### src/rtl/l8_bram2_writer.sv
// rtl/l8_bram2_writer.sv - packs 16-bit lane values into rows and writes them to the lane memory
module l8_bram2_writer #(
   parameter int N_adder_tree = 16,
   parameter int addr_width   = 10
) (
   input  logic                         clk,
   input  logic                         rst,
   input  logic                         start,
   input  logic [addr_width-1:0]        base_addr,
   input  logic [addr_width:0]          num_rows,
   input  logic [15:0]                  in_data,
   input  logic                         in_valid,
   output logic                         in_ready,
   output logic [addr_width-1:0]        BRAM2_addr,
   output logic [N_adder_tree*16-1:0]   BRAM2_in,
   output logic                         wr,
   output logic                         busy,
   output logic                         done
);

   localparam int LW = (N_adder_tree > 1) ? $clog2(N_adder_tree) : 1;

   typedef enum logic [1:0] {
      S_IDLE  = 2'd0,
      S_FILL  = 2'd1,
      S_WRITE = 2'd2,
      S_FIN   = 2'd3
   } state_t;

   state_t                      r_state;
   state_t                      w_next_state;
   logic [addr_width-1:0]       r_base;
   logic [addr_width:0]         r_num;
   logic [addr_width:0]         r_row;
   logic [LW-1:0]               r_lane;
   logic                        r_in_ready;
   logic                        r_wr;
   logic                        r_busy;
   logic                        r_done;
   logic [addr_width-1:0]       r_addr;
   logic [N_adder_tree*16-1:0]  r_data;
   logic                        w_xfer;
   logic                        w_last_lane;
   logic [addr_width:0]         w_row_next;

   // r_in_ready is high exactly while in FILL, so it doubles as the FILL qualifier
   assign w_xfer      = r_in_ready && in_valid;
   assign w_last_lane = (r_lane == LW'(N_adder_tree - 1));
   assign w_row_next  = r_row + 1'b1;

   // state register
   always_ff @(posedge clk) begin
      if (rst) r_state <= S_IDLE;
      else     r_state <= w_next_state;
   end

   // next-state decode; start is only honoured in IDLE
   always_comb begin
      w_next_state = r_state;
      case (r_state)
         S_IDLE:  if (start) w_next_state = (num_rows == '0) ? S_FIN : S_FILL;
         S_FILL:  if (w_xfer && w_last_lane) w_next_state = S_WRITE;
         S_WRITE: w_next_state = (w_row_next == r_num) ? S_FIN : S_FILL;
         S_FIN:   w_next_state = S_IDLE;
         default: w_next_state = S_IDLE;
      endcase
   end

   // job parameters and lane/row counters
   always_ff @(posedge clk) begin
      if (rst) begin
         r_base <= '0;
         r_num  <= '0;
         r_row  <= '0;
         r_lane <= '0;
      end else begin
         case (r_state)
            S_IDLE: if (start) begin
               r_base <= base_addr;
               r_num  <= num_rows;
               r_row  <= '0;
               r_lane <= '0;
            end
            S_FILL: if (w_xfer) r_lane <= w_last_lane ? '0 : r_lane + 1'b1;
            S_WRITE: begin
               r_row  <= w_row_next;
               r_lane <= '0;
            end
            default: ;
         endcase
      end
   end

   // row packing register; lanes are overwritten in place and never cleared between rows
   always_ff @(posedge clk) begin
      if (rst) begin
         r_data <= '0;
      end else begin
         for (int k = 0; k < N_adder_tree; k++) begin
            if (w_xfer && (r_lane == LW'(k))) r_data[k*16 +: 16] <= in_data;
         end
      end
   end

   // registered outputs, decoded from the state being entered
   always_ff @(posedge clk) begin
      if (rst) begin
         r_in_ready <= 1'b0;
         r_wr       <= 1'b0;
         r_busy     <= 1'b0;
         r_done     <= 1'b0;
         r_addr     <= '0;
      end else begin
         r_in_ready <= (w_next_state == S_FILL);
         r_wr       <= (w_next_state == S_WRITE);
         r_busy     <= (w_next_state != S_IDLE);
         r_done     <= (w_next_state == S_FIN);
         if (w_next_state == S_WRITE && r_state == S_FILL)
            r_addr <= r_base + r_row[addr_width-1:0];
      end
   end

   assign in_ready   = r_in_ready;
   assign wr         = r_wr;
   assign busy       = r_busy;
   assign done       = r_done;
   assign BRAM2_addr = r_addr;
   assign BRAM2_in   = r_data;

endmodule

### config.mk
export PLATFORM = sky130hd
export DESIGN_NAME = l8_bram2_writer
export DESIGN_NICKNAME = d
export VERILOG_FILES = /design/src/rtl/l8_bram2_writer.sv
export SDC_FILE = /design/constraint.sdc
export NUM_CORES = 1
export LEC_CHECK = 0
export CORE_ASPECT_RATIO = 0.8
export CORE_MARGIN = 3
export CORE_UTILIZATION = 42
export CTS_CLUSTER_DIAMETER = 200
export DETAILED_ROUTE_END_ITERATION = 7
export PLACE_DENSITY = 0.71
export SLEW_MARGIN = 10
export SYNTH_ARGS = -nofsm -noshare
export SYNTH_HDL_FRONTEND = slang
export SYNTH_SLANG_ARGS = --single-unit
### constraint.sdc
create_clock -name clk -period 2.67 [get_ports clk]
set_input_delay 0.534 -clock clk [delete_from_list [all_inputs] [get_ports clk]]
set_output_delay 0.534 -clock clk [all_outputs]
set_load 0.005 [all_outputs]
; ---- Word level (Yosys, flattened, before mapping)
; Index checks and enable logic that the tools add are counted.
[totals]
ff_bits = 308
in_bits = 41
output_inout_bits = 270
word_cells = 91
[classes]
add_sub_neg = 3
eq_ne = 24
muxes = 11
reduce_logical = 27
[ops]
columns = op, n
row1 = $eq A4 B4 Y1 const B, 8
row2 = $pmux W11 S2, 1
row3 = $logic_and A1 B1 Y1, 18
row4 = $eq A4 B3 Y1 const B, 4
row5 = $mux W4, 3
row6 = $pmux W4 S3, 1
row7 = $add A11 B1 Y11 const B, 1
row8 = $eq A11 B11 Y1, 1
row9 = $logic_not A11 Y1, 1
row10 = $mux W11, 1
row11 = $add A10 B10 Y10, 1
row12 = $eq A2 B2 Y1 const B, 4
row13 = $eq A4 B2 Y1 const B, 2
row14 = $mux W2, 4
row15 = $pmux W2 S4, 1
row16 = $add A4 B1 Y4 const B, 1
row17 = $eq A2 B1 Y1 const B, 2
row18 = $eq A4 B1 Y1 const B, 1
row19 = $logic_not A4 Y1, 1
row20 = $ne A2 B2 Y1 const B, 2
row21 = $reduce_and A2 Y1, 2
row22 = $reduce_bool A2 Y1, 2
row23 = $reduce_and A3 Y1, 1
row24 = $reduce_bool A3 Y1, 1
row25 = $logic_not A2 Y1, 1

; ---- Longest topological paths before layout
[logic_depth]
ltp_word = 6
ltp_mapped = 9
ltp_nobuf = 9

; ---- Worst setup path after synthesis
; No wires, ideal clock.
[synth_timing]
path_kind = flip-flop to flip-flop
startpoint = register r_row[0]
endpoint = register r_addr[8] (netlist: BRAM2_addr[8])
setup_ns = 0.062
arrival_ns = 2.003
required_ns = 2.608
setup_slack_ns = 0.605
stages_incl_launch_ff = 10
path_buffers = 0
period_less_slack_ns = 2.065
path_cell_list = dfxtp_1 > ha_1 > inv_1 > fa_1 > nor2b_1 > o21ai_0 > a21oi_1 > o41ai_1 > or4_1 > nand3_1
[synth_via]
elab_chain_cells = 6
word_cells_on_any_way = 7
classes_between = add/sub: 2 / eq/ne: 2 / mux: 2 / reduce/logical: 1
[synth_lines]
columns = element, line
row1 = "start, declared", 34  ; logic [addr_width:0] r_row;
row2 = "start signal, assigned", 86  ; r_row <= w_row_next;
row3 = $add A11 B1 Y11, 49  ; assign w_row_next = r_row + 1'b1;
row4 = $eq A11 B11 Y1, 63  ; S_WRITE: w_next_state = (w_row_next == r_num) ? S_FIN : S_FILL;
row5 = $mux W2, 63
row6 = $pmux W2 S4, 60  ; case (r_state)
row7 = $eq A2 B2 Y1, 118  ; if (w_next_state == S_WRITE && r_state == S_FILL)
row8 = $logic_and A1 B1 Y1, 118
row9 = "end signal, assigned", 119  ; r_addr <= r_base + r_row[addr_width-1:0];
row10 = "end, declared", 40  ; logic [addr_width-1:0] r_addr;
; Several ways; a longest one is shown, not always the timed one.
; A chain may end at the register's enable or synchronous reset.

; ---- Worst setup path in the final report
; Same ends and word-level chain as after synthesis.

==> impl_metrics.env <==
export IMPL_total_power_mw=9.67
export IMPL_crit_chain="ha_1 -> inv_1 -> fa_1 -> nor2b_1 -> o21ai_0 -> a21oi_1 -> o41ai_1 -> or4_1 -> nand3_1"
export IMPL_ios=311
export IMPL_leakagePower_nw=5.47
export IMPL_final_hold_violation_count=0
export IMPL_overflow=0
export IMPL_yosys_top_cells_area="dfxtp_1 53%, nand2_1 19%, a21oi_1 13%"
export IMPL_drv_slew=0
export IMPL_gp_congestion=0.868
export IMPL_post_cts_buffers=0
export IMPL_syn_area_um2=11700
export IMPL_layout_min_cycle_time_ps=2300
export IMPL_max_freq_mhz=434
export IMPL_synth_seq_cells=308
export IMPL_slew_headroom_pct=54.7
export IMPL_dp_hpwl_um=26600
export IMPL_max_vdd_ir_drop_uv=447
export IMPL_outcome="finished, final reports clean"
export IMPL_grt_pass1_wl_um=59300
export IMPL_syn_to_final_growth_pct=39.2
export IMPL_grt_max_degree=96
export IMPL_grt_pass1_vias=10100
export IMPL_drc=0
export IMPL_synth_top_cell_by_area="dfxtp_1"
export IMPL_yosysWarnings=0
export IMPL_dieArea_um2=29800
export IMPL_path_buf_inv=1
export IMPL_ctsHoldBuffers=0
export IMPL_core_um2=26800
export IMPL_portBuffers=310
export IMPL_crit_type="reg2reg"
export IMPL_wire_per_inst_um=18.3
export IMPL_root_buffer="clkbuf_16"
export IMPL_nets=1844
export IMPL_p_per_area_nw_per_um2=596
export IMPL_grt_use_total_pct=25.1
export IMPL_dr_pass1_iters=5
export IMPL_timing_max_cap_violations=0
export IMPL_clk_latency_ps=550
export IMPL_path_clk_slew_ps=60
export IMPL_antennaDiodeCount=0
export IMPL_cts_tree="yes"
export IMPL_die_w_um=192
export IMPL_cp_slowest_cell="dfxtp_1"
export IMPL_ant_nets=0
export IMPL_endpoint_kind="register"
export IMPL_worst_pin_slew_ps=678
export IMPL_finalSetupViolations=0
export IMPL_required_ps=3160
export IMPL_finClkSkew_ps=11.2
export IMPL_slowest_delay_ps=480
export IMPL_synthCells=1511
export IMPL_synth_cell_types=50
export IMPL_drive_gt1_share_pct=6.46
export IMPL_synth_fp_nets=1567
export IMPL_cts_num_sinks=308
export IMPL_cts_resized=0
export IMPL_cts_max_level=1
export IMPL_syn_area_per_cell_um2=7.72
export IMPL_startpoint_type="register"
export IMPL_rsz0062_at_grt="no"
export IMPL_synth_edff_count=0
export IMPL_start_util_pct=43.5
export IMPL_antenna_found_initial=1
export IMPL_die_y_um=155
export IMPL_vias=11200
export IMPL_yosys_cell_count_top_type="nand2_1"
export IMPL_numCtsBuffers=31
export IMPL_avgViaCountPerCell=5.17
export IMPL_min_period_over_period_pct=86.3
export IMPL_min_path_type="in2reg"
export IMPL_rows=53
export IMPL_drt_iter0_markers=818
export IMPL_yosys_area_top_type_share_pct=52.9
export IMPL_synth_common_cells="591 x nand2_1, 308 x dfxtp_1, 301 x a21oi_1, 102 x clkbuf_1, 38 x nor2_1"
export IMPL_cp_data_arrival_time_ps=2790
export IMPL_ys_flop_type="dfxtp_1"
export IMPL_seq_area_frac_synth_pct=52.9
export IMPL_cts_buffer_depth=3
export IMPL_critical_path_max_fanout=8
export IMPL_cpLargestDelayFamily="simple AND/OR/NAND/NOR gates"
export IMPL_setup_tns_ps=0
export IMPL_async_reset_ff_share_pct=0
export IMPL_wl_um=39600
-- flip-flops by register name, indices dropped and copies added (netlist names) --
signal	cells
r_base	10
r_num	11
in_ready	1
BRAM2_addr	10
wr	1
r_lane	4
r_state	2
BRAM2_in	256
done	1
r_row	11
busy	1
-- placed cells by master, fill, tap and decap left out, types with 3 or more instances in the layout --
| master | synthesis | routed |
|---|---|---|
| a211oi_1 | 4 | 4 |
| a21o_1 | 3 | 3 |
| a21oi_1 | 301 | 301 |
| a311oi_1 | 3 | 3 |
| and2_1 | 4 | 4 |
| and3_1 | 6 | 6 |
| buf_4 | 0 | 46 |
| bufinv_16 | 0 | 4 |
| clkbuf_1 | 102 | 5 |
| clkbuf_16 | 0 | 31 |
| clkbuf_8 | 1 | 8 |
| clkdlybuf4s50_1 | 0 | 309 |
| clkinv_2 | 0 | 5 |
| dfxtp_1 | 308 | 308 |
| ha_1 | 14 | 14 |
| inv_1 | 5 | 5 |
| nand2_1 | 591 | 591 |
| nand2b_1 | 5 | 5 |
| nand3_1 | 20 | 20 |
| nor2_1 | 38 | 38 |
| nor2b_1 | 6 | 6 |
| nor3_1 | 15 | 11 |
| nor3_2 | 0 | 4 |
| nor4_1 | 3 | 3 |
| o21ai_0 | 14 | 14 |
| or3_1 | 4 | 4 |
| xnor2_1 | 13 | 13 |
| xor2_1 | 8 | 8 |
-- path summary, 6_finish.rpt --
| check | start | end | slack, ps | cells after the start |
|---|---|---|---|---|
| worst min register to register | BRAM2_in[230]$_SDFFE_PP0P_ | BRAM2_in[230]$_SDFFE_PP0P_ | 450 | 2 |
| worst min-delay path | rst | BRAM2_addr[3]$_SDFFE_PP0P_ | 430 | 2 |
| worst max-delay path | r_row[0]$_SDFFE_PP0P_ | BRAM2_addr[8]$_SDFFE_PP0P_ | 370 | 9 |
| worst max register to register | r_row[0]$_SDFFE_PP0P_ | BRAM2_addr[8]$_SDFFE_PP0P_ | 370 | 9 |
-- area by class of cell --
type	count	area (um2)
repair buffers	358	3490
clock inverters	12	170
well taps	357	447
multi-input cells	1084	5030
inverters	5	18.8
fillers	2364	10600
clock buffers	44	905
flip-flops and latches	308	6170
-- cell families (layout without fill, tap and decap cells) --
logic type	Yosys count	after routing	synth area share (%)
AND/OR/NAND/NOR	710	710	24.5
adder cells (fa/ha/maj)	15	15	1.67
flip-flops	308	308	52.9
AO/OA/AOI/OAI	337	337	15.1
buffers and inverters	119	419	4.20
XOR/XNOR	21	21	1.58
multiplexers	1	1	0.0859
-- metrics by stage --
stage / area (um2) / hold WS (ps) / cells / utilization (%) / worst slack (ps)
floorplan: 11700 / 441 / 1511 / - / 605
global placement: 15200 / 440 / 2112 / 56.6 / 407
detailed placement: 15200 / 446 / 2112 / 56.6 / 356
CTS: 16200 / 424 / 2168 / 60.6 / 361
global route: 16200 / 464 / 2168 / 60.6 / 135
finish: 16200 / 434 / 2168 / 60.6 / 367
-- power by group --
part | switching (mW) | internal, mW | total, mW
logic | 0.291 | 0.159 | 0.450
clock network | 1.83 | 2.73 | 4.56
registers | 0.0271 | 4.63 | 4.66
-- per-layer routing --
layer / part of all wire [%] / up-vias / track usage (%)
met5: 0.033 / - / 0
met4: 2.2 / 2 / 5.76
met3: 8.6 / 56 / 4.46
met2: 45 / 440 / 40.2
met1: 44 / 5229 / 35.5
li1: - / 5475 / -
No activity file was read; power rests on OpenSTA's default activity.
